**src/rtl/if_stage_if.sv**
```systemverilog
// Bundles the fetch-stage signals: the hazard/branch inputs, the instruction-memory port,
// the IF/ID register outputs and the performance counters.
interface if_stage_if;
   logic        freeze;
   logic        B_taken;
   logic [31:0] br_addr;
   logic [31:0] imem_addr;
   logic [31:0] imem_rdata;
   logic [31:0] if_id_pc;
   logic [31:0] if_id_instr;
   logic        if_id_valid;
   logic [31:0] perf_fetch_cnt;
   logic [31:0] perf_flush_cnt;

   modport master (
      input  freeze, B_taken, br_addr, imem_rdata,
      output imem_addr, if_id_pc, if_id_instr, if_id_valid, perf_fetch_cnt, perf_flush_cnt
   );

   modport slave (
      output freeze, B_taken, br_addr, imem_rdata,
      input  imem_addr, if_id_pc, if_id_instr, if_id_valid, perf_fetch_cnt, perf_flush_cnt
   );
endinterface

```
**src/rtl/if_stage.sv**
```systemverilog
// MIPS instruction-fetch stage: PC register plus IF/ID pipeline register.
// Define IF_STAGE_PERF_CNT_EN to build the fetch/flush performance counters.
module if_stage #(
   parameter logic [31:0] RESET_PC  = 32'h0000_0000,
   parameter logic [31:0] NOP_INSTR = 32'h0000_0000
) (
   input  logic        clk,
   input  logic        rst,
   if_stage_if.master  bus
);
   logic [31:0] pc_p0;
   logic [31:0] pc_plus4;
   logic [31:0] instr_p1;
   logic [31:0] pc_p1;
   logic        vld_p1;
   logic        load_p1;

   assign pc_plus4      = pc_p0 + 32'd4;
   assign load_p1       = !bus.B_taken && !bus.freeze;
   assign bus.imem_addr = pc_p0;

   // PC stage: branch redirect beats freeze; the target is forced word-aligned
   always_ff @(posedge clk) begin
      if (rst) begin
         pc_p0 <= RESET_PC;
      end else if (bus.B_taken) begin
         pc_p0 <= {bus.br_addr[31:2], 2'b00};
      end else if (!bus.freeze) begin
         pc_p0 <= pc_plus4;
      end
   end

   // IF/ID stage: a taken branch discards the word fetched this cycle
   always_ff @(posedge clk) begin
      if (rst) begin
         pc_p1    <= 32'd0;
         instr_p1 <= NOP_INSTR;
         vld_p1   <= 1'b0;
      end else if (bus.B_taken) begin
         pc_p1    <= 32'd0;
         instr_p1 <= NOP_INSTR;
         vld_p1   <= 1'b0;
      end else if (!bus.freeze) begin
         pc_p1    <= pc_plus4;
         instr_p1 <= bus.imem_rdata;
         vld_p1   <= 1'b1;
      end
   end

   assign bus.if_id_pc    = pc_p1;
   assign bus.if_id_instr = instr_p1;
   assign bus.if_id_valid = vld_p1;

`ifdef IF_STAGE_PERF_CNT_EN
   logic [31:0] fetch_cnt;
   logic [31:0] flush_cnt;

   always_ff @(posedge clk) begin
      if (rst) begin
         fetch_cnt <= 32'd0;
         flush_cnt <= 32'd0;
      end else begin
         if (load_p1) begin
            fetch_cnt <= fetch_cnt + 32'd1;
         end
         if (bus.B_taken) begin
            flush_cnt <= flush_cnt + 32'd1;
         end
      end
   end

   assign bus.perf_fetch_cnt = fetch_cnt;
   assign bus.perf_flush_cnt = flush_cnt;
`else
   logic unused_load;
   assign unused_load        = load_p1;
   assign bus.perf_fetch_cnt = 32'd0;
   assign bus.perf_flush_cnt = 32'd0;
`endif
endmodule

```
**src/flat_wrapper.sv**
```systemverilog
// flat-port wrapper written by rule: the top's interface ports become plain ports
module if_stage_flat 
#(
   parameter logic [31:0] RESET_PC  = 32'h0000_0000,
   parameter logic [31:0] NOP_INSTR = 32'h0000_0000
)
  (clk, rst, bus_freeze, bus_B_taken, bus_br_addr, bus_imem_rdata, bus_imem_addr, bus_if_id_pc, bus_if_id_instr, bus_if_id_valid, bus_perf_fetch_cnt, bus_perf_flush_cnt);
  if_stage_if bus_i ();
  input  logic clk;
  input  logic rst;
  input wire logic [$bits(bus_i.freeze)-1:0] bus_freeze;
  input wire logic [$bits(bus_i.B_taken)-1:0] bus_B_taken;
  input wire logic [$bits(bus_i.br_addr)-1:0] bus_br_addr;
  input wire logic [$bits(bus_i.imem_rdata)-1:0] bus_imem_rdata;
  output wire logic [$bits(bus_i.imem_addr)-1:0] bus_imem_addr;
  output wire logic [$bits(bus_i.if_id_pc)-1:0] bus_if_id_pc;
  output wire logic [$bits(bus_i.if_id_instr)-1:0] bus_if_id_instr;
  output wire logic [$bits(bus_i.if_id_valid)-1:0] bus_if_id_valid;
  output wire logic [$bits(bus_i.perf_fetch_cnt)-1:0] bus_perf_fetch_cnt;
  output wire logic [$bits(bus_i.perf_flush_cnt)-1:0] bus_perf_flush_cnt;
  assign bus_i.freeze = bus_freeze;
  assign bus_i.B_taken = bus_B_taken;
  assign bus_i.br_addr = bus_br_addr;
  assign bus_i.imem_rdata = bus_imem_rdata;
  assign bus_imem_addr = bus_i.imem_addr;
  assign bus_if_id_pc = bus_i.if_id_pc;
  assign bus_if_id_instr = bus_i.if_id_instr;
  assign bus_if_id_valid = bus_i.if_id_valid;
  assign bus_perf_fetch_cnt = bus_i.perf_fetch_cnt;
  assign bus_perf_flush_cnt = bus_i.perf_flush_cnt;
  if_stage #(.RESET_PC(RESET_PC), .NOP_INSTR(NOP_INSTR)) u_core (.clk(clk), .rst(rst), .bus(bus_i));
endmodule
```
**config.mk**
```make
export PLATFORM = sky130hd
export DESIGN_NAME = if_stage_flat
export DESIGN_NICKNAME = d
export VERILOG_FILES = /design/src/rtl/if_stage_if.sv /design/src/rtl/if_stage.sv /design/src/flat_wrapper.sv
export SDC_FILE = /design/constraint.sdc
export NUM_CORES = 1
export LEC_CHECK = 0
export BUFFER_PORTS_ARGS = -buffer_cell sky130_fd_sc_hd__buf_2
export CAP_MARGIN = 20
export CORE_MARGIN = 5
export CORE_UTILIZATION = 45
export DETAILED_ROUTE_END_ITERATION = 10
export PLACE_DENSITY = 0.8
export SLEW_MARGIN = 25
export SYNTH_ARGS = -nofsm -noshare
export SYNTH_HDL_FRONTEND = slang
export SYNTH_SLANG_ARGS = --single-unit
```
**constraint.sdc**
```tcl
create_clock -name clk -period 4.25 [get_ports clk]
set_clock_uncertainty 0.1 [all_clocks]
set_input_delay 0.2125 -clock clk [delete_from_list [all_inputs] [get_ports clk]]
set_output_delay 0.2125 -clock clk [all_outputs]
set_load 0.02 [all_outputs]
```
---- After elaboration in Yosys (flattened, before gate mapping) ----
Cells that the tools add are included.
word-level totals
  flip-flop bits (word level) ............. 97
  input port bits ......................... 68
  output and inout bits ................... 161
cells by class
  $add $sub $neg .......................... 1
  eq/ne operators ......................... 1
  muxes and demuxes ....................... 2
  reduce and logical (&&, ||, !) cells .... 1
operators by type and width
  kind                     count
  $mux W32                 2
  $add A32 B3 Y32 const B  1
  $ne A2 B1 Y1 const B     1
  $reduce_or A2 Y1         1

---- Logic depth before layout (Yosys ltp) ----
Gate-level depths: netlist of run 1.
  depth after elaboration ................. 3
  mapped depth ............................ 7
  depth with buffers taken out ............ 5

---- Worst setup path before layout of run 1 ----
Ideal clock, no wire load.
  path kind ............................... register -> register
  from .................................... reg u_core.pc_p0[4], in the netlist u_core.bus.imem_addr[4]
  to ...................................... reg u_core.pc_p0[25], in the netlist u_core.bus.imem_addr[25]
  library setup time ...................... 0.091 ns
  data arrival time ....................... 2.127 ns
  setup slack ............................. 1.932 ns
  stages on the path, launching flop included .. 7
  path buffers ............................ 2
  clock period less this slack ............ 2.318 ns
  path through ............................ dfxtp_1 buf_2 nand4_4 or4_1 clkbuf_1 or4_1 a311oi_1
on the way
  longest elaborated chain between the ends .. 3
ends and longest elaborated chain
  item                      line            text
  start: declaration        if_stage.sv:11  logic [31:0] pc_p0;
  start signal: assignment  if_stage.sv:27  pc_p0 <= {bus.br_addr[31:2], 2'b00};
  start signal: assignment  if_stage.sv:29  pc_p0 <= pc_plus4;
  $add A32 B3 Y32           if_stage.sv:18  assign pc_plus4 = pc_p0 + 32'd4;
  $mux W32                  if_stage.sv:28  end else if (!bus.freeze) begin
  $mux W32                  if_stage.sv:26  end else if (bus.B_taken) begin
No other way between the ends. The select of a mux whose other input is x is not followed.
A chain may end at the register's enable or synchronous reset.

---- Worst setup path in the final report of run 1 ----
  from .................................... reg u_core.pc_p0[8], in the netlist u_core.bus.imem_addr[8]
  to ...................................... reg u_core.pc_p0[25], in the netlist u_core.bus.imem_addr[25]
The elaborated chain is that of the path after synthesis.

==> results.sh, run 1 <==
export IMPL_vias=4808
export IMPL_required_ns=4.43
export IMPL_crit_path_start_kind="flop"
export IMPL_swShare_pct=33.3
export IMPL_hold_buffers=40
export IMPL_place_inst=843
export IMPL_clkSlewWorstSetupHoldPaths_ns=0.11
export IMPL_start_util_pct=45.8
export IMPL_ys_ff_latch=93
export IMPL_tightest_slew_ns=1.01
export IMPL_synth_cell_types=48
export IMPL_layout_nets=823
export IMPL_powerDensity_mw_per_mm2=310
export IMPL_hold_path_end="u_core.bus.imem_addr[30]$_SDFFE_PP0P_"
export IMPL_die_area_mm2=0.0132
export IMPL_vdd_drop_max_mv=0.238
export IMPL_drc_errors=0
export IMPL_die_height_um=115
export IMPL_viasPerCell=5.35
export IMPL_antenna_found_initial=0
export IMPL_hold_viol=0
export IMPL_worstHoldStart="bus_br_addr[30]"
export IMPL_ys_warn_count=0
export IMPL_rsz0062_at_grt="false"
export IMPL_syn_inst=588
export IMPL_clock_latency_ns=0.37
export IMPL_synth_area_mm2=0.00496
export IMPL_cts_buffers=9
export IMPL_portBuffers=158
export IMPL_cts_resized=0
export IMPL_fin_crit_ns=2.83
export IMPL_wl_per_cell_um=16.4
export IMPL_holdPathStages=3
export IMPL_p_clk_share_pct=30.3
export IMPL_max_slew_margin_rel_pct=32.1
export IMPL_wl_mm=14.8
export IMPL_cts_root_buf="clkbuf_8"
export IMPL_io_pin_count=229
export IMPL_reg2regPathDepth=4
export IMPL_setup_viol_count_final=0
export IMPL_drv_cap=0
export IMPL_drt_iter0_drc=439
export IMPL_switching_power_w=0.000630
export IMPL_die_x_um=115
export IMPL_core_area_mm2=0.0108
export IMPL_pwr_share_comb_pct=18.7
export IMPL_max_freq_mhz=354
export IMPL_fin_crit_sh_pct=66.5
export IMPL_cts_tree="yes"
export IMPL_whs_ns=0.0143
export IMPL_grtUsageTotal_pct=22.0
export IMPL_areaGrowthSynthToFinish_pct=23.0
export IMPL_ant_nets=0
export IMPL_grt_pass1_wl_mm=23.5
export IMPL_cts_htree_levels=3
export IMPL_cts_num_sinks=93
export IMPL_fin_cells=899
export IMPL_drv_slew=0
export IMPL_place_area_mm2=0.00552
export IMPL_cp_arrival_ns=3.00
export IMPL_crit_path_max_fanout=15
export IMPL_synth_area_per_cell_um2=8.43
export IMPL_ys_seq_area_share_pct=37.5
export IMPL_grt_max_degree=70
export IMPL_worstSetupPathType="reg2reg"
export IMPL_reg2reg_setup_slack_ns=1.42
export IMPL_power_total_w=0.00189
export IMPL_status="complete, no violations"
export IMPL_power_leakage_nw=2.70
export IMPL_grt_pass1_vias=4662
export IMPL_grt_ovfl_total=0
export IMPL_drt_pass1_iterations=5
export IMPL_place_hpwl_mm=10.0
export IMPL_drive_gt1_share_pct=24.6
export IMPL_critPathCaptureType="flop"
export IMPL_cts_setup_buffers=0
export IMPL_r2r_end="u_core.bus.imem_addr[25]$_SDFFE_PP0P_"
export IMPL_gp_congestion=0.844
export IMPL_crit_reg2reg_launch="u_core.bus.imem_addr[8]$_SDFFE_PP0P_"
export IMPL_p_int_w=0.00126
export IMPL_cts_path_max_buffers=2
export IMPL_row_count=38
export IMPL_setup_tns_ns=0
export IMPL_n_antenna_cell=0
export IMPL_pwr_share_seq_pct=51.0
export IMPL_design_area_mm2=0.00610
export IMPL_hold_path_class="in2reg"
[routing by layer]
metal  wire length (um)  vias to the layer above  part of all wire, %  GRT usage (%)
li1                   -                     2323                    -              -
met1               5810                     2210                   39           27.5
met2               7000                      246                   47           35.8
met3               1550                       29                   10           6.74
met4                391                        0                  2.7           7.67
met5                  0                        -                    0              0
[area by class of cell]
type | count | area [um^2]
Clock buffer | 9 | 124
Clock inverter | 7 | 57.6
Fill cell | 1034 | 4740
Inverter | 11 | 41.3
Multi-Input combinational cell | 437 | 2620
Sequential cell | 93 | 1860
Tap cell | 140 | 175
Timing Repair Buffer | 202 | 1220
[flip-flops by register name, indices dropped and copies added, names as in the netlist]
register                flops
u_core.bus.if_id_instr     32
u_core.bus.if_id_pc        30
u_core.bus.imem_addr       30
u_core.bus.if_id_valid      1
[layout by cell type, fill, tap and decap left out, drive strengths merged, types with 3 or more instances in the layout]
master | Yosys | routed
or4 | 17 | 17
dfxtp | 93 | 93
o21ai | 33 | 33
nand3 | 13 | 13
a31oi | 6 | 6
nand4 | 12 | 12
xor2 | 3 | 3
nor2 | 71 | 71
dlygate4sd3 | 0 | 40
conb | 1 | 68
inv | 11 | 15
a211oi | 12 | 12
nand2 | 21 | 21
and4 | 9 | 9
clkbuf | 42 | 9
nor3 | 18 | 18
xnor2 | 16 | 16
nor4 | 15 | 15
buf | 72 | 162
nand2b | 4 | 4
or3 | 12 | 12
mux2i | 34 | 34
a311oi | 18 | 18
o211a | 4 | 4
o31ai | 12 | 12
a21oi | 19 | 19
[through the flow]
stage / setup slack, ns / utilization [%]
6_report: 1.42 / 56.3
5_1_grt: 1.21 / 56.3
4_1_cts: 1.47 / 56.3
3_5_place_dp: 1.51 / 50.9
3_3_place_gp: 1.54 / 50.9
2_1_floorplan: 1.93 / -
[how the worst max path moves through the flow]
| stage | start | to | slack (ns) | cells after the start |
|---|---|---|---|---|
| floorplan | u_core.bus.imem_addr[4]$_SDFFE_PP0P_ | u_core.bus.imem_addr[25]$_SDFFE_PP0P_ | 1.93 | 6 |
| global placement | u_core.bus.imem_addr[8]$_SDFFE_PP0P_ | u_core.bus.imem_addr[23]$_SDFFE_PP0P_ | 1.54 | 4 |
| detailed placement | u_core.bus.imem_addr[8]$_SDFFE_PP0P_ | u_core.bus.imem_addr[23]$_SDFFE_PP0P_ | 1.51 | 4 |
| CTS | u_core.bus.imem_addr[8]$_SDFFE_PP0P_ | u_core.bus.imem_addr[25]$_SDFFE_PP0P_ | 1.47 | 4 |
| global route | u_core.bus.imem_addr[8]$_SDFFE_PP0P_ | u_core.bus.imem_addr[23]$_SDFFE_PP0P_ | 1.21 | 4 |
| finish | u_core.bus.imem_addr[8]$_SDFFE_PP0P_ | u_core.bus.imem_addr[25]$_SDFFE_PP0P_ | 1.42 | 4 |
[cell usage after synthesis, drive strengths merged]
| cell | instances | area (um^2) |
|---|---|---|
| dfxtp | 93 | 1860 |
| buf | 72 | 527 |
| nor2 | 71 | 267 |
| clkbuf | 42 | 161 |
| mux2i | 34 | 340 |
| o21ai | 33 | 165 |
| nand2 | 21 | 78.8 |
| a21oi | 19 | 95.1 |
| a311oi | 18 | 158 |
| nor3 | 18 | 90.1 |
| or4 | 17 | 131 |
| xnor2 | 16 | 140 |
| nor4 | 15 | 100 |
| nand3 | 13 | 65.1 |
| a211oi | 12 | 90.1 |
| nand4 | 12 | 111 |
| o31ai | 12 | 90.1 |
| or3 | 12 | 75.1 |
| inv | 11 | 41.3 |
| and4 | 9 | 78.8 |
| a31oi | 6 | 37.5 |
| nand2b | 4 | 25.0 |
| o211a | 4 | 40.0 |
| xor2 | 3 | 26.3 |
| a221oi | 2 | 17.5 |
| a31o | 2 | 17.5 |
| and2 | 2 | 12.5 |
| and3 | 2 | 12.5 |
| or2 | 2 | 12.5 |
| a2111oi | 1 | 8.76 |
| and4b | 1 | 10.0 |
| conb | 1 | 3.75 |
| ha | 1 | 12.5 |
| nand4b | 1 | 8.76 |
| nor2b | 1 | 6.26 |
| o2111ai | 1 | 8.76 |
| o211ai | 1 | 7.51 |
| o21a | 1 | 7.51 |
| o21bai | 1 | 7.51 |
| o311a | 1 | 10.0 |
[cell families after synthesis]
| family | count (synthesis) | synth area share [%] |
|---|---|---|
| buffers and inverters | 125 | 14.7 |
| and+or+nand+nor | 201 | 21.9 |
| xor gates and xnor gates | 19 | 3.36 |
| AOI/OAI and AO/OA | 114 | 15.3 |
| muxes | 34 | 6.86 |
| other | 1 | 0.0756 |
| DFF | 93 | 37.5 |
| adders and majority gates | 1 | 0.252 |
[power by group through the flow]
stage	clock network, W	registers [W]	logic, W
CTS	0.000588	0.000964	0.000350
floorplan	0	0.00101	0.000232
finish	0.000574	0.000965	0.000354
global placement	0	0.000982	0.000318
detailed placement	0	0.000984	0.000321
global route	0.000624	0.000973	0.000385
[critical path, stage by stage (launching register included)]
cell and delay (ns):
dfxtp_1 0.54, nand4_1 0.48, or4_1 0.81, or4_1 0.55, a311oi_1 0.25
Power figures use the tool's default switching activity.
==> inputs of run 2 (changes only) <==
==> constraint.sdc (replaced) <==
create_clock -name clk -period 2.63 [get_ports clk]
set_clock_uncertainty 0.1 [all_clocks]
set_input_delay 0.1315 -clock clk [delete_from_list [all_inputs] [get_ports clk]]
set_output_delay 0.1315 -clock clk [all_outputs]
set_load 0.02 [all_outputs]
==> run 2 against run 1 <==
  * First-iteration DRC count rose by 14%
  * Utilization rose by 3.7 points
  * Flip-flop and latch count did not move
  * Clock power rose by 86%
  * Largest power group unchanged
==> results.sh, run 2 (synthesis gave the netlist of run 1 again) <==
export IMPL_power_total_w=0.00324
export IMPL_portBuffers=158
export IMPL_grtUsageTotal_pct=22.2
export IMPL_cts_buffers=9
export IMPL_grt_max_degree=55
export IMPL_cts_resized=0
export IMPL_rsz0062_at_grt="false"
export IMPL_gp_congestion=0.889
export IMPL_power_leakage_nw=2.90
export IMPL_layout_commonest_cell="buf_2"
export IMPL_fin_crit_sh_pct=90.5
export IMPL_worstSetupPathType="reg2reg"
export IMPL_final_cell_mix="buf_2, dfxtp_1, nor2_1, conb_1, dlygate4sd3_1"
export IMPL_largest_reg_flops=32
export IMPL_grt_pass1_vias=4805
export IMPL_reg2regPathDepth=6
export IMPL_final_util_pct=60.0
export IMPL_grt_ovfl_total=0
export IMPL_vias=5026
export IMPL_status="complete, no violations"
export IMPL_clock_latency_ns=0.36
export IMPL_wl_per_cell_um=16.3
export IMPL_viasPerCell=5.35
export IMPL_cts_num_sinks=93
export IMPL_core_area_mm2=0.0108
export IMPL_cp_arrival_ns=2.55
export IMPL_die_area_mm2=0.0132
export IMPL_cts_tree="yes"
export IMPL_critPathCaptureType="flop"
export IMPL_die_x_um=115
export IMPL_hold_viol=0
export IMPL_max_freq_mhz=420
export IMPL_wl_mm=15.3
export IMPL_drt_iter0_drc=501
export IMPL_drt_pass1_iterations=5
export IMPL_holdPathStages=3
export IMPL_crit_path_start_kind="flop"
export IMPL_hold_buffers=60
export IMPL_cts_htree_levels=3
export IMPL_row_count=38
export IMPL_required_ns=2.80
export IMPL_setup_tns_ns=0
export IMPL_tightest_slew_ns=0.772
export IMPL_grt_pass1_wl_mm=23.6
export IMPL_fin_crit_ns=2.38
export IMPL_io_pin_count=229
export IMPL_areaGrowthSynthToFinish_pct=31.1
export IMPL_cts_path_max_buffers=2
export IMPL_hold_path_class="in2reg"
export IMPL_drv_cap=0
export IMPL_vdd_drop_max_mv=0.331
export IMPL_crit_path_max_fanout=9
export IMPL_setup_viol_count_final=0
export IMPL_die_height_um=115
export IMPL_antenna_found_initial=0
export IMPL_drv_slew=0
export IMPL_n_antenna_cell=0
export IMPL_ant_nets=0
export IMPL_layout_nets=864
export IMPL_clkSlewWorstSetupHoldPaths_ns=0.09
export IMPL_drc_errors=0
export IMPL_start_util_pct=45.8
export IMPL_cts_setup_buffers=0
export IMPL_max_slew_margin_rel_pct=48.5
export IMPL_drive_gt1_share_pct=25.8
export IMPL_place_hpwl_mm=10.5
export IMPL_cts_root_buf="clkbuf_8"
export IMPL_powerDensity_mw_per_mm2=498
-- run 2: cell types whose count changed in the layout (fill, tap and decap cells not counted), moves of 2 or more --
cell	change
dlygate4sd3_1	+20
buf_4	+20
inv_6	-3
bufinv_16	+2
-- run 2: cell type report --
type,instances,area (um^2)
clock buffer,11,141
clock inverter,4,72.6
fill,980,4340
inverter,11,41.3
multi-input combinational,437,2620
sequential,93,1860
tap,140,175
timing repair buffer,243,1590
-- run 2: metrics by stage --
step	cell area [um^2]	setup slack, ns	hold slack (ns)	std cells
6_report	6500	0.250	0.0507	939
5_1_grt	6500	0.0889	0.0334	939
4_1_cts	6500	0.273	0.0199	939
3_5_place_dp	5690	0.306	0.267	864
3_3_place_gp	5690	0.348	0.260	864
2_1_floorplan	5210	0.312	0.175	655
-- run 2: worst paths after layout --
| check | endpoint | from | slack, ns |
|---|---|---|---|
| max | u_core.bus.imem_addr[14]$_SDFFE_PP0P_ | u_core.bus.imem_addr[2]$_SDFFE_PP0P_ | 0.25 |
| min | u_core.bus.imem_addr[6]$_SDFFE_PP0P_ | bus_br_addr[6] | 0.05 |
| max reg2reg | u_core.bus.imem_addr[14]$_SDFFE_PP0P_ | u_core.bus.imem_addr[2]$_SDFFE_PP0P_ | 0.25 |
| min reg2reg | u_core.bus.if_id_valid$_SDFFE_PP0N_ | u_core.bus.if_id_valid$_SDFFE_PP0N_ | 0.35 |
-- run 2: routing by layer --
layer / track usage [%] / wire length [um] / vias up
li1: - / - / 2402
met1: 26.7 / 6000 / 2323
met2: 37.4 / 7280 / 266
met3: 5.95 / 1530 / 35
met4: 9.39 / 465 / 0
met5: 0 / 0 / -
-- run 2: where the power goes --
part | switching (W) | internal (W) | total [W]
sequential | 0.0000715 | 0.00147 | 0.00154
clock | 0.000510 | 0.000556 | 0.00107
combinational | 0.000389 | 0.000243 | 0.000632
-- run 2: worst max-delay path, stage by stage, from the launching register on --
cell      delay (ns)
dfxtp_1         0.51
ha_1            0.28
and3_1          0.22
nand4_1         0.33
buf_4           0.27
or3_1           0.30
a311oi_1        0.27
